File: config.mk
export PLATFORM = sky130hd
export DESIGN_NAME = j_jbresp
export DESIGN_NICKNAME = d
export VERILOG_FILES = /design/src/rtl/j_jbresp.sv
export SDC_FILE = /design/constraint.sdc
export NUM_CORES = 1
export LEC_CHECK = 0
export ABC_AREA = 1
export BUFFER_PORTS_ARGS = -buffer_cell sky130_fd_sc_hd__buf_4
export CORE_MARGIN = 2
export CORE_UTILIZATION = 40
export DETAILED_ROUTE_END_ITERATION = 8
export PLACE_DENSITY = 0.69
export SLEW_MARGIN = 30
export SYNTH_ARGS = -nofsm -noshare
export SYNTH_HDL_FRONTEND = slang
export SYNTH_SLANG_ARGS = --single-unit
File: constraint.sdc
create_clock -name sys_clk -period 4.68 [get_ports sys_clk]
set_input_delay 0.468 -clock sys_clk [delete_from_list [all_inputs] [get_ports sys_clk]]
set_output_delay 0.468 -clock sys_clk [all_outputs]
set_load 0.05 [all_outputs]
File: src/rtl/j_jbresp.sv
// Bus responder: runs one 32-bit or two 16-bit downstream beats per DSP master
// cycle and returns read data with a one-cycle ack. Optional timeout: JBRESP_TIMEOUT_EN.
module j_jbresp #(
    parameter int TIMEOUT = 255
) (
    input  logic        sys_clk,
    input  logic        reset,
    input  logic        req,
    input  logic        rw,
    input  logic [23:0] addr,
    input  logic [31:0] wdata,
    input  logic        dsp16,
    input  logic        bigend,
    output logic        ack,
    output logic [31:0] rdata,
    output logic        err,
    output logic        mem_req,
    output logic        mem_we,
    output logic [23:0] mem_addr,
    output logic [31:0] mem_wdata,
    input  logic [31:0] mem_rdata,
    input  logic        mem_rdy
);

    typedef enum logic [1:0] {
        IDLE  = 2'd0,
        BEAT0 = 2'd1,
        BEAT1 = 2'd2,
        DONE  = 2'd3
    } state_t;

    state_t      state_reg, state_next;
    logic        rw_reg;
    logic [23:0] addr_reg;
    logic [31:0] wdata_reg;
    logic        dsp16_reg;
    logic        bigend_reg;
    logic [31:0] rdata_reg;
    logic        in_beat;
    logic        hi_half;
    logic        timeout_hit;
    logic        beat_entry;

    assign in_beat = (state_reg == BEAT0) || (state_reg == BEAT1);
    // Upper halfword travels first in big-endian order, second in little-endian.
    assign hi_half = (state_reg == BEAT0) ~^ bigend_reg;
    assign beat_entry = ((state_next == BEAT0) || (state_next == BEAT1)) && (state_next != state_reg);

`ifdef JBRESP_TIMEOUT_EN
    logic [9:0] wait_cnt_reg;
    logic       err_reg;
    logic       unused_bits;

    assign unused_bits = &{1'b0, addr[1:0]};
    // Abort on the cycle whose increment would make the count reach TIMEOUT.
    assign timeout_hit = in_beat && !mem_rdy && (wait_cnt_reg == 10'(TIMEOUT - 1));
    assign err = err_reg;

    always_ff @(posedge sys_clk) begin
        if (reset) begin
            wait_cnt_reg <= '0;
            err_reg      <= 1'b0;
        end else begin
            if (beat_entry)
                wait_cnt_reg <= '0;
            else if (in_beat && !mem_rdy)
                wait_cnt_reg <= wait_cnt_reg + 10'd1;
            if (state_next == DONE && state_reg != DONE)
                err_reg <= timeout_hit;
        end
    end
`else
    logic unused_bits;

    assign unused_bits = &{1'b0, addr[1:0], 10'(TIMEOUT), beat_entry};
    assign timeout_hit = 1'b0;
    assign err = 1'b0;
`endif

    always_comb begin
        state_next = state_reg;
        case (state_reg)
            IDLE:  if (req) state_next = BEAT0;
            BEAT0: begin
                if (mem_rdy)
                    state_next = dsp16_reg ? BEAT1 : DONE;
                else if (timeout_hit)
                    state_next = DONE;
            end
            BEAT1: if (mem_rdy || timeout_hit) state_next = DONE;
            DONE:  state_next = IDLE;
            default: state_next = IDLE;
        endcase
    end

    always_ff @(posedge sys_clk) begin
        if (reset) begin
            state_reg  <= IDLE;
            rw_reg     <= 1'b0;
            addr_reg   <= '0;
            wdata_reg  <= '0;
            dsp16_reg  <= 1'b0;
            bigend_reg <= 1'b0;
            rdata_reg  <= '0;
        end else begin
            state_reg <= state_next;
            if (state_reg == IDLE && req) begin
                rw_reg     <= rw;
                addr_reg   <= {addr[23:2], 2'b00};
                wdata_reg  <= wdata;
                dsp16_reg  <= dsp16;
                bigend_reg <= bigend;
            end
            if (in_beat && mem_rdy && rw_reg) begin
                if (!dsp16_reg)
                    rdata_reg <= mem_rdata;
                else if (hi_half)
                    rdata_reg[31:16] <= mem_rdata[15:0];
                else
                    rdata_reg[15:0] <= mem_rdata[15:0];
            end else if (timeout_hit) begin
                rdata_reg <= 32'hFFFF_FFFF;
            end
        end
    end

    assign rdata = rdata_reg;

    always_comb begin
        ack       = (state_reg == DONE);
        mem_req   = in_beat;
        mem_we    = in_beat && !rw_reg;
        mem_addr  = '0;
        mem_wdata = '0;
        if (in_beat) begin
            mem_addr = (state_reg == BEAT1) ? addr_reg + 24'd2 : addr_reg;
            if (!dsp16_reg)
                mem_wdata = wdata_reg;
            else if (hi_half)
                mem_wdata = {16'h0000, wdata_reg[31:16]};
            else
                mem_wdata = {16'h0000, wdata_reg[15:0]};
        end
    end

endmodule
==> metrics, run 1 <==
DP HPWL 8290 um; I/O pin total 187; area delta synth->final 34.2%; Port-buffer cells between 150 and 200; total setup buffers inserted after CTS 0; total gr overflow 0; status finished, final reports clean; largest net degree at the start of global routing 65; worst reg2reg endpoint rdata[21]; VDD IR-drop max between 400 and 500 uV; crit start category flip-flop; placed insts 984; total number of vias 4,568; unrepaired setup endpoints after global routing no; Die X 110 um; Syn Area/Cell 6.35 um^2; CP endpoint kind output pin; area of the die around 0.012 mm^2; Inserted Clock Buffers 9; GP Congestion 0.747; vias per cell approximately 4.6; design area 0.00601 mm^2; GR Util met3 7.23%; critical-path cell list buf_4 -> nand3_2 -> nand2_1 -> nand2_1 -> nor2_1 -> buf_4; worst-path fanout max 34; Clock Latency Late Sink between 0.3 and 0.4 ns; Achievable Freq 0.332 GHz; post-CTS resize count 0; count of cell types in the netlist 18; max_slew headroom between 40 and 50%; leak pwr between 3 and 4 nW; Final period util between 60% and 70%; worst r2r src state_reg[0]; WL final 11,900 um; grt peak-use layer met2; TritonRoute pass-1 iters 4; Hold Startpoint reset; Max Root-Sink Buffers 2; n_diodes 0; CTS tree done; power density cells approximately 610 mW/mm^2; die height 110 um; global router's overall resource usage roughly a fifth; fin util a little under three fifths; sequential area share after synthesis 40.7%; Setup Crit Path Kind flip-flop to output pin; first-pass GRT wire length 18,600 um; clock slew at reported path FFs about 0.090 ns; worst reg2reg path depth 8; CORE AREA 0.0109 mm^2; number of synthesized flops with an enable pin 0; Synthesis Warnings 0; final setup fails 0; Max Cap Viol 0; Min-Delay Endpoint state_reg[0]; post-synth top area share 40.7%; Top Family by Delay on Critical Path simple AND/OR/NAND/NOR gates; Design Power ~3.6 mW; instance count on the critical path 6; Synth area leaders dfxtp_1, nor2_1, nand2_1, inv_1, a21oi_1; final worst path period need 3.02 ns; Initial DRC Count a little over 200; Non-Filler Instances 1,000; prevailing post-synth register cell dfxtp_1; post-route ant nets 0; H-tree depth 3; Worst Path Buf+Inv 2; row count 38; Nets 957; hold buffer count at CTS 0; Placement Cell Area 0.00582 mm^2; final count of hold timing violations 0; Syn Std Cell Area between 0.004 and 0.005 mm^2; Slowest-stage cell, CP dfxtp_1; FFs w/ async S/R, synth 0%; met2 Use GR 33.0%; WP data arrival 2.55 ns; Max Clock Skew ~0.011 ns; worst hold stages 2; met1 global-route usage 22.9%; Reg2Reg Setup Slack 2.11 ns; post-synthesis cell count a little over 700; WL per Instance approximately 12 um; worst hold path class input port to flip-flop; layout cell share with drive strength beyond 1 24.5%; Post-Route Setup TNS 0 ns; # DRC 0; Sink Count 91; most numerous cell in the Yosys netlist nor2_1; worst stage delay on the critical path roughly 0.66 ns; FF+latch count, synth 91; Least-Margin Pin Slew 0.768 ns; Synth top cells by count nor2_1, nand2_1, inv_1; vias in the first global route 4,201; Req. time, crit path 4.21 ns; initial core utilization 41.1%; initial antenna violation count 0; Slew Limit Fails 0; Yosys top cell by area dfxtp_1; Root Driver clkbuf_8
==> placed cells by master (no fill, tap or decap) <==
master,synthesis,final
buf_4,10,186
nor2_1,165,165
inv_1,112,112
nand2_1,114,112
dfxtp_1,91,91
a21oi_1,67,67
o21ai_0,59,59
nand3_1,34,34
clkbuf_8,0,12
ha_1,7,7
inv_2,2,3
nand2_2,1,3
clkinv_2,0,3
nand3_2,2,2
conb_1,1,2
nor2_8,1,1
clkinv_4,0,1
==> area by class of cell <==
| cell class | count | area, um^2 |
|---|---|---|
| Clock buffer | 12 | 165 |
| Timing Repair Buffer | 186 | 1400 |
| Fill cell | 1095 | 4880 |
| Clock inverter | 4 | 23.8 |
| Multi-Input combinational cell | 452 | 1990 |
| Tap cell | 140 | 175 |
| Sequential cell | 91 | 1820 |
| Inverter | 115 | 432 |
==> logic make-up (layout without fill, tap and decap cells) <==
family                   Yosys count  after routing  synth area share (%)
AO/OA/AOI/OAI                    126            126                  14.1
adder cells (fa/ha/maj)            7              7                  1.96
buffers and inverters            163            317                  15.0
flip-flops                        91             91                  40.7
other                              1              2                0.0838
AND/OR/NAND/NOR                  317            317                  28.2
==> layer usage <==
layer | part of all wire, % | vias to the layer above
li1 | - | 2424
met1 | 43 | 1994
met2 | 46 | 140
met3 | 9.3 | 10
met4 | 1.3 | 0
met5 | 0 | -
==> power breakdown <==
part | total (mW) | internal (mW) | switching, mW
Combinational | 2.08 | 0.581 | 1.50
Sequential | 1.05 | 0.951 | 0.0971
Clock | 0.509 | 0.235 | 0.274
Total | 3.64 | 1.77 | 1.87
==> how the worst max path moves through the flow <==
| stage | endpoint | slack (ns) | startpoint |
|---|---|---|---|
| after global placement | mem_wdata[4] | 1.94 | dsp16_reg |
| after detailed placement | mem_wdata[4] | 1.95 | dsp16_reg |
| after global routing | mem_wdata[15] | 1.39 | dsp16_reg |
| final | mem_wdata[15] | 1.66 | dsp16_reg |
| after floorplan | mem_wdata[10] | 1.90 | state_reg[0] |
| after CTS | mem_wdata[4] | 1.52 | dsp16_reg |
==> through the flow <==
stage | hold WS (ns) | setup slack [ns]
floorplan | 0.430 | 1.90
global placement | 0.441 | 1.94
detailed placement | 0.449 | 1.95
CTS | 0.246 | 1.52
global route | 0.250 | 1.39
finish | 0.263 | 1.66
No activity file was read; power rests on OpenSTA's default activity.
==> run 2, diff against run 1 <==
PLACE_DENSITY = 0.71   (was 0.69)
clock period = 2.7 ns   (was 4.68 ns; I/O delays follow)
==> metrics, run 2 (synthesized netlist as in run 1, its figures left out) <==
layout cell share with drive strength beyond 1 24.9% (was 24.5%); TritonRoute pass-1 iters 4 (unchanged); Non-Filler Instances 1,006 (was 1,000); Clock Latency Late Sink 0.35 ns (was 0.36 ns); WP data arrival 2.17 ns (was 2.55 ns); VDD IR-drop max 742 uV (was 427 uV); Inserted Clock Buffers 9 (unchanged); H-tree depth 3 (unchanged); Max Root-Sink Buffers 2 (unchanged); DP HPWL 8490 um (was 8290 um); most frequent cells in the layout buf_4, nor2_1, inv_1, nand2_1, dfxtp_1 (unchanged); fin util 56.2% (was 55.2%); crit start category flip-flop (unchanged); GP Congestion 0.785 (was 0.747); vias in the first global route 4,059 (was 4,201); Post-Route Setup TNS 0 ns (unchanged); Top Family by Delay on Critical Path simple AND/OR/NAND/NOR gates (unchanged); CTS tree done (unchanged); Nets 963 (was 957); status finished, final reports clean (unchanged); post-CTS resize count 0 (unchanged); max_slew headroom 51.0% (was 48.8%); grt peak-use layer met2 (unchanged); Port-buffer cells 182 (unchanged); WL per Instance 12.0 um (was 11.9 um); Final period util between 90% and 100%; Worst Setup SP state_reg[0] (was dsp16_reg); met2 Use GR 33.2% (was 33.0%); row count 38 (unchanged); Die X 110 um (unchanged); area delta synth->final 36.6% (was 34.2%); # DRC 0 (unchanged); Achievable Freq 0.409 GHz; worst r2r src state_reg[0] (unchanged); Req. time, crit path 2.43 ns (was 4.21 ns); hold slack final 0.0837 ns (was 0.263 ns); worst hold path class input port to flip-flop (unchanged); die height 110 um (unchanged); final setup fails 0 (unchanged); GR Util met3 6.99% (was 7.23%); Initial DRC Count 238 (was 202); Hold Startpoint reset (unchanged); post-route ant nets 0 (unchanged); worst-path fanout max 16 (was 34); total setup buffers inserted after CTS 0 (unchanged); initial antenna violation count 0 (unchanged); power density cells 1070 mW/mm^2 (was 605 mW/mm^2); fillers 1,139 (was 1,095); Setup Crit Path Kind flip-flop to output pin (unchanged); total number of vias 4,604 (was 4,568); WL final 12,000 um (was 11,900 um); Least-Margin Pin Slew 0.734 ns (was 0.768 ns); final count of hold timing violations 0 (unchanged); n_diodes 0 (unchanged); area of the die 0.0121 mm^2 (unchanged); vias per cell 4.58 (was 4.57); CORE AREA 0.0109 mm^2 (unchanged); final worst path period need 2.44 ns; leak pwr 3.37 nW (was 3.32 nW); unrepaired setup endpoints after global routing no (unchanged); critical-path cell list inv_1 -> ha_1 -> nand2_1 -> nor2_1 -> buf_4 (was buf_4 -> nand3_2 -> nand2_1 -> nand2_1 -> nor2_1 -> buf_4); Sink Count 91 (unchanged); multi-input logic area 0.00199 mm^2 (unchanged); total gr overflow 0 (unchanged); clock slew at reported path FFs 0.08 ns (was 0.09 ns); largest net degree at the start of global routing 60 (was 65); Root Driver clkbuf_8 (unchanged); hold buffer count at CTS 0 (unchanged); first-pass GRT wire length 18,700 um (was 18,600 um); I/O pin total 187 (unchanged); global router's overall resource usage 19.6% (was 19.4%); CP endpoint kind output pin (unchanged); placed insts 990 (was 984); Seq. cell area 0.00182 mm^2 (unchanged); Slowest-stage cell, CP dfxtp_1 (unchanged); Slew Limit Fails 0 (unchanged); initial core utilization 41.1% (unchanged); Max Clock Skew 0.0116 ns (was 0.0109 ns); met1 global-route usage 23.7% (was 22.9%); commonest non-fill, non-tap cell in the layout buf_4 (unchanged); Worst Path Buf+Inv 2 (unchanged); Max Cap Viol 0 (unchanged); worst stage delay on the critical path 0.44 ns (was 0.66 ns)
run 2: changes by cell type in the layout (fill, tap and decap cells not counted), sizes merged:
cell	before	now
buf	186	192
clkinv	4	1
bufinv	0	2
clkbuf	12	11
clkinvlp	0	1
inv	115	116
run 2: worst paths after layout:
kind	cells past startpoint	to	slack, ns
worst max-delay path	5	mem_wdata[17]	0.26
worst min register to register	2	wdata_reg[15]	0.46
worst min-delay path	2	state_reg[0]	0.08
worst max register to register	8	rdata[19]	0.67
run 2: layout make-up:
class	instances	area share, %
clock buffers	11	2.31
clock inverters	5	1.39
inverters	115	7.06
multi-input cells	452	32.6
flip-flops and latches	91	29.8
well taps	140	2.86
repair buffers	192	24.0
run 2: routing by layer:
layer  wire length (um)  up-vias
li1                   -     2441
met2               5590      136
met4                104        0
met1               5220     2019
met5                  0        -
met3               1120        8
run 2: metrics by stage:
stage	total power [mW]	instance area, um^2	setup WS [ns]
finish	6.54	6120	0.257
global route	7.00	6120	0.0677
CTS	6.61	6110	0.145
detailed placement	5.56	5890	0.553
global placement	5.52	5890	0.594
floorplan	4.53	4480	0.115
run 2: power by group:
| part | switching (mW) | internal, mW |
|---|---|---|
| registers | 0.153 | 1.65 |
| clock network | 0.489 | 0.553 |
| logic | 2.63 | 1.06 |
| total | 3.27 | 3.26 |
==> run 3, diff against run 2 <==
PLACE_DENSITY = 0.7   (was 0.71)
==> metrics, run 3 (synthesized netlist as in run 1, its figures left out) <==
layout cell share with drive strength beyond 1 24.8% (was 24.9%); status finished, final reports clean (unchanged); first-pass GRT wire length 18,700 um (about the same); WP data arrival 2.16 ns (was 2.17 ns); Port-buffer cells 182 (unchanged); CORE AREA 0.0109 mm^2 (unchanged); Initial DRC Count 269 (was 238); TritonRoute pass-1 iters 4 (unchanged); Final period util 90.1% (was 90.5%); CP endpoint kind output pin (unchanged); final setup fails 0 (unchanged); met2 wire length 5250 um (was 5590 um); Achievable Freq 0.411 GHz (was 0.409 GHz); DP HPWL 8160 um (was 8490 um); most frequent cells in the layout buf_4, nor2_1, nand2_1, inv_1, dfxtp_1 (was buf_4, nor2_1, inv_1, nand2_1, dfxtp_1); Slew Limit Fails 0 (unchanged); Max Root-Sink Buffers 2 (unchanged); M1 WL 5260 um (was 5220 um); met3 wire length 1220 um (was 1120 um); die height 110 um (unchanged); area delta synth->final 36.6% (about the same); crit start category flip-flop (unchanged); Die X 110 um (unchanged); area of the die 0.0121 mm^2 (unchanged); final worst path period need 2.43 ns (was 2.44 ns); CTS tree done (unchanged); leak pwr 3.37 nW (about the same); Req. time, crit path 2.43 ns (about the same); power density cells 1070 mW/mm^2 (about the same); H-tree depth 3 (unchanged); total gr overflow 0 (unchanged); Sink Count 91 (unchanged); post-CTS resize count 0 (unchanged); total number of vias 4,573 (was 4,604); Post-Route Setup TNS 0 ns (unchanged); clock slew at reported path FFs 0.09 ns (was 0.08 ns); n_diodes 0 (unchanged); I/O pin total 187 (unchanged); worst-path fanout max 30 (was 16); WL per Instance 11.8 um (was 12.0 um); commonest non-fill, non-tap cell in the layout buf_4 (unchanged); max_slew headroom 51.6% (was 51.0%); Clock Latency Late Sink 0.35 ns (about the same); Setup WS pre-CTS 0.553 ns (about the same); Max Clock Skew 0.0112 ns (was 0.0116 ns); largest net degree at the start of global routing 92 (was 60); final count of hold timing violations 0 (unchanged); hold slack final 0.0775 ns (was 0.0837 ns); Nets 962 (was 963); Max Cap Viol 0 (unchanged); Inserted Clock Buffers 9 (unchanged); unrepaired setup endpoints after global routing no (unchanged); post-route ant nets 0 (unchanged); Least-Margin Pin Slew 0.726 ns (was 0.734 ns); initial core utilization 41.1% (unchanged); VDD IR-drop max 653 uV (was 742 uV); Root Driver clkbuf_8 (unchanged); top sig layer met4 (unchanged); GP Congestion 0.761 (was 0.785); global router's overall resource usage 19.6% (about the same); vias per cell 4.55 (was 4.58); Setup Crit Path Kind flip-flop to output pin (unchanged); worst hold path class input port to flip-flop (unchanged); WL final 11,900 um (was 12,000 um); row count 38 (unchanged); initial antenna violation count 0 (unchanged); # DRC 0 (unchanged); setup slack after layout 0.268 ns (was 0.257 ns); hold buffer count at CTS 0 (unchanged); vias in the first global route 4,041 (was 4,059); total setup buffers inserted after CTS 0 (unchanged)
run 3: metal layers:
metal,track usage (%),vias up
li1,-,2428
met1,24.3,1989
met2,31.1,146
met3,7.29,10
met4,6.96,0
met5,0,-
run 3: path summary, 6_finish.rpt:
path                     start             to  slack [ns]  cells after the start
setup / recovery  state_reg[1]  mem_wdata[14]        0.27                      9
hold reg to reg   wdata_reg[0]   wdata_reg[0]        0.45                      2
setup reg to reg  state_reg[0]      rdata[26]        0.55                      9
hold / removal           reset   state_reg[0]        0.08                      2
run 3: where the power goes:
group / switching, mW / total, mW / leakage (nW) / internal, mW
Sequential: 0.157 / 1.80 / 0.747 / 1.65
Clock: 0.470 / 1.04 / 0.115 / 0.568
Combinational: 2.62 / 3.68 / 2.51 / 1.06
run 3: per-stage QoR:
step	cells	cell area (um^2)	power, mW	utilization [%]
6_report	1004	6120	6.53	56.2
5_1_grt	1004	6120	7.02	56.2
4_1_cts	1004	6120	6.61	56.2
3_5_place_dp	989	5890	5.56	54.1
3_3_place_gp	989	5890	5.53	54.1
2_1_floorplan	706	4480	4.53	-
run 3: cell type report:
type	count	area [um^2]
multi-input cells	452	1990
repair buffers	191	1470
inverters	115	432
flip-flops and latches	91	1820
well taps	140	175
clock inverters	4	73.8
clock buffers	11	151
fillers	1133	4770
run 3: worst max-delay path, cell delays in order, from the launching register on:
cell,delay (ns)
dfxtp_1,0.43
inv_1,0.13
ha_1,0.25
nand2_1,0.12
nand2_1,0.06
nand2_1,0.05
buf_4,0.31
nor2_1,0.07
nor2_1,0.16
buf_4,0.23
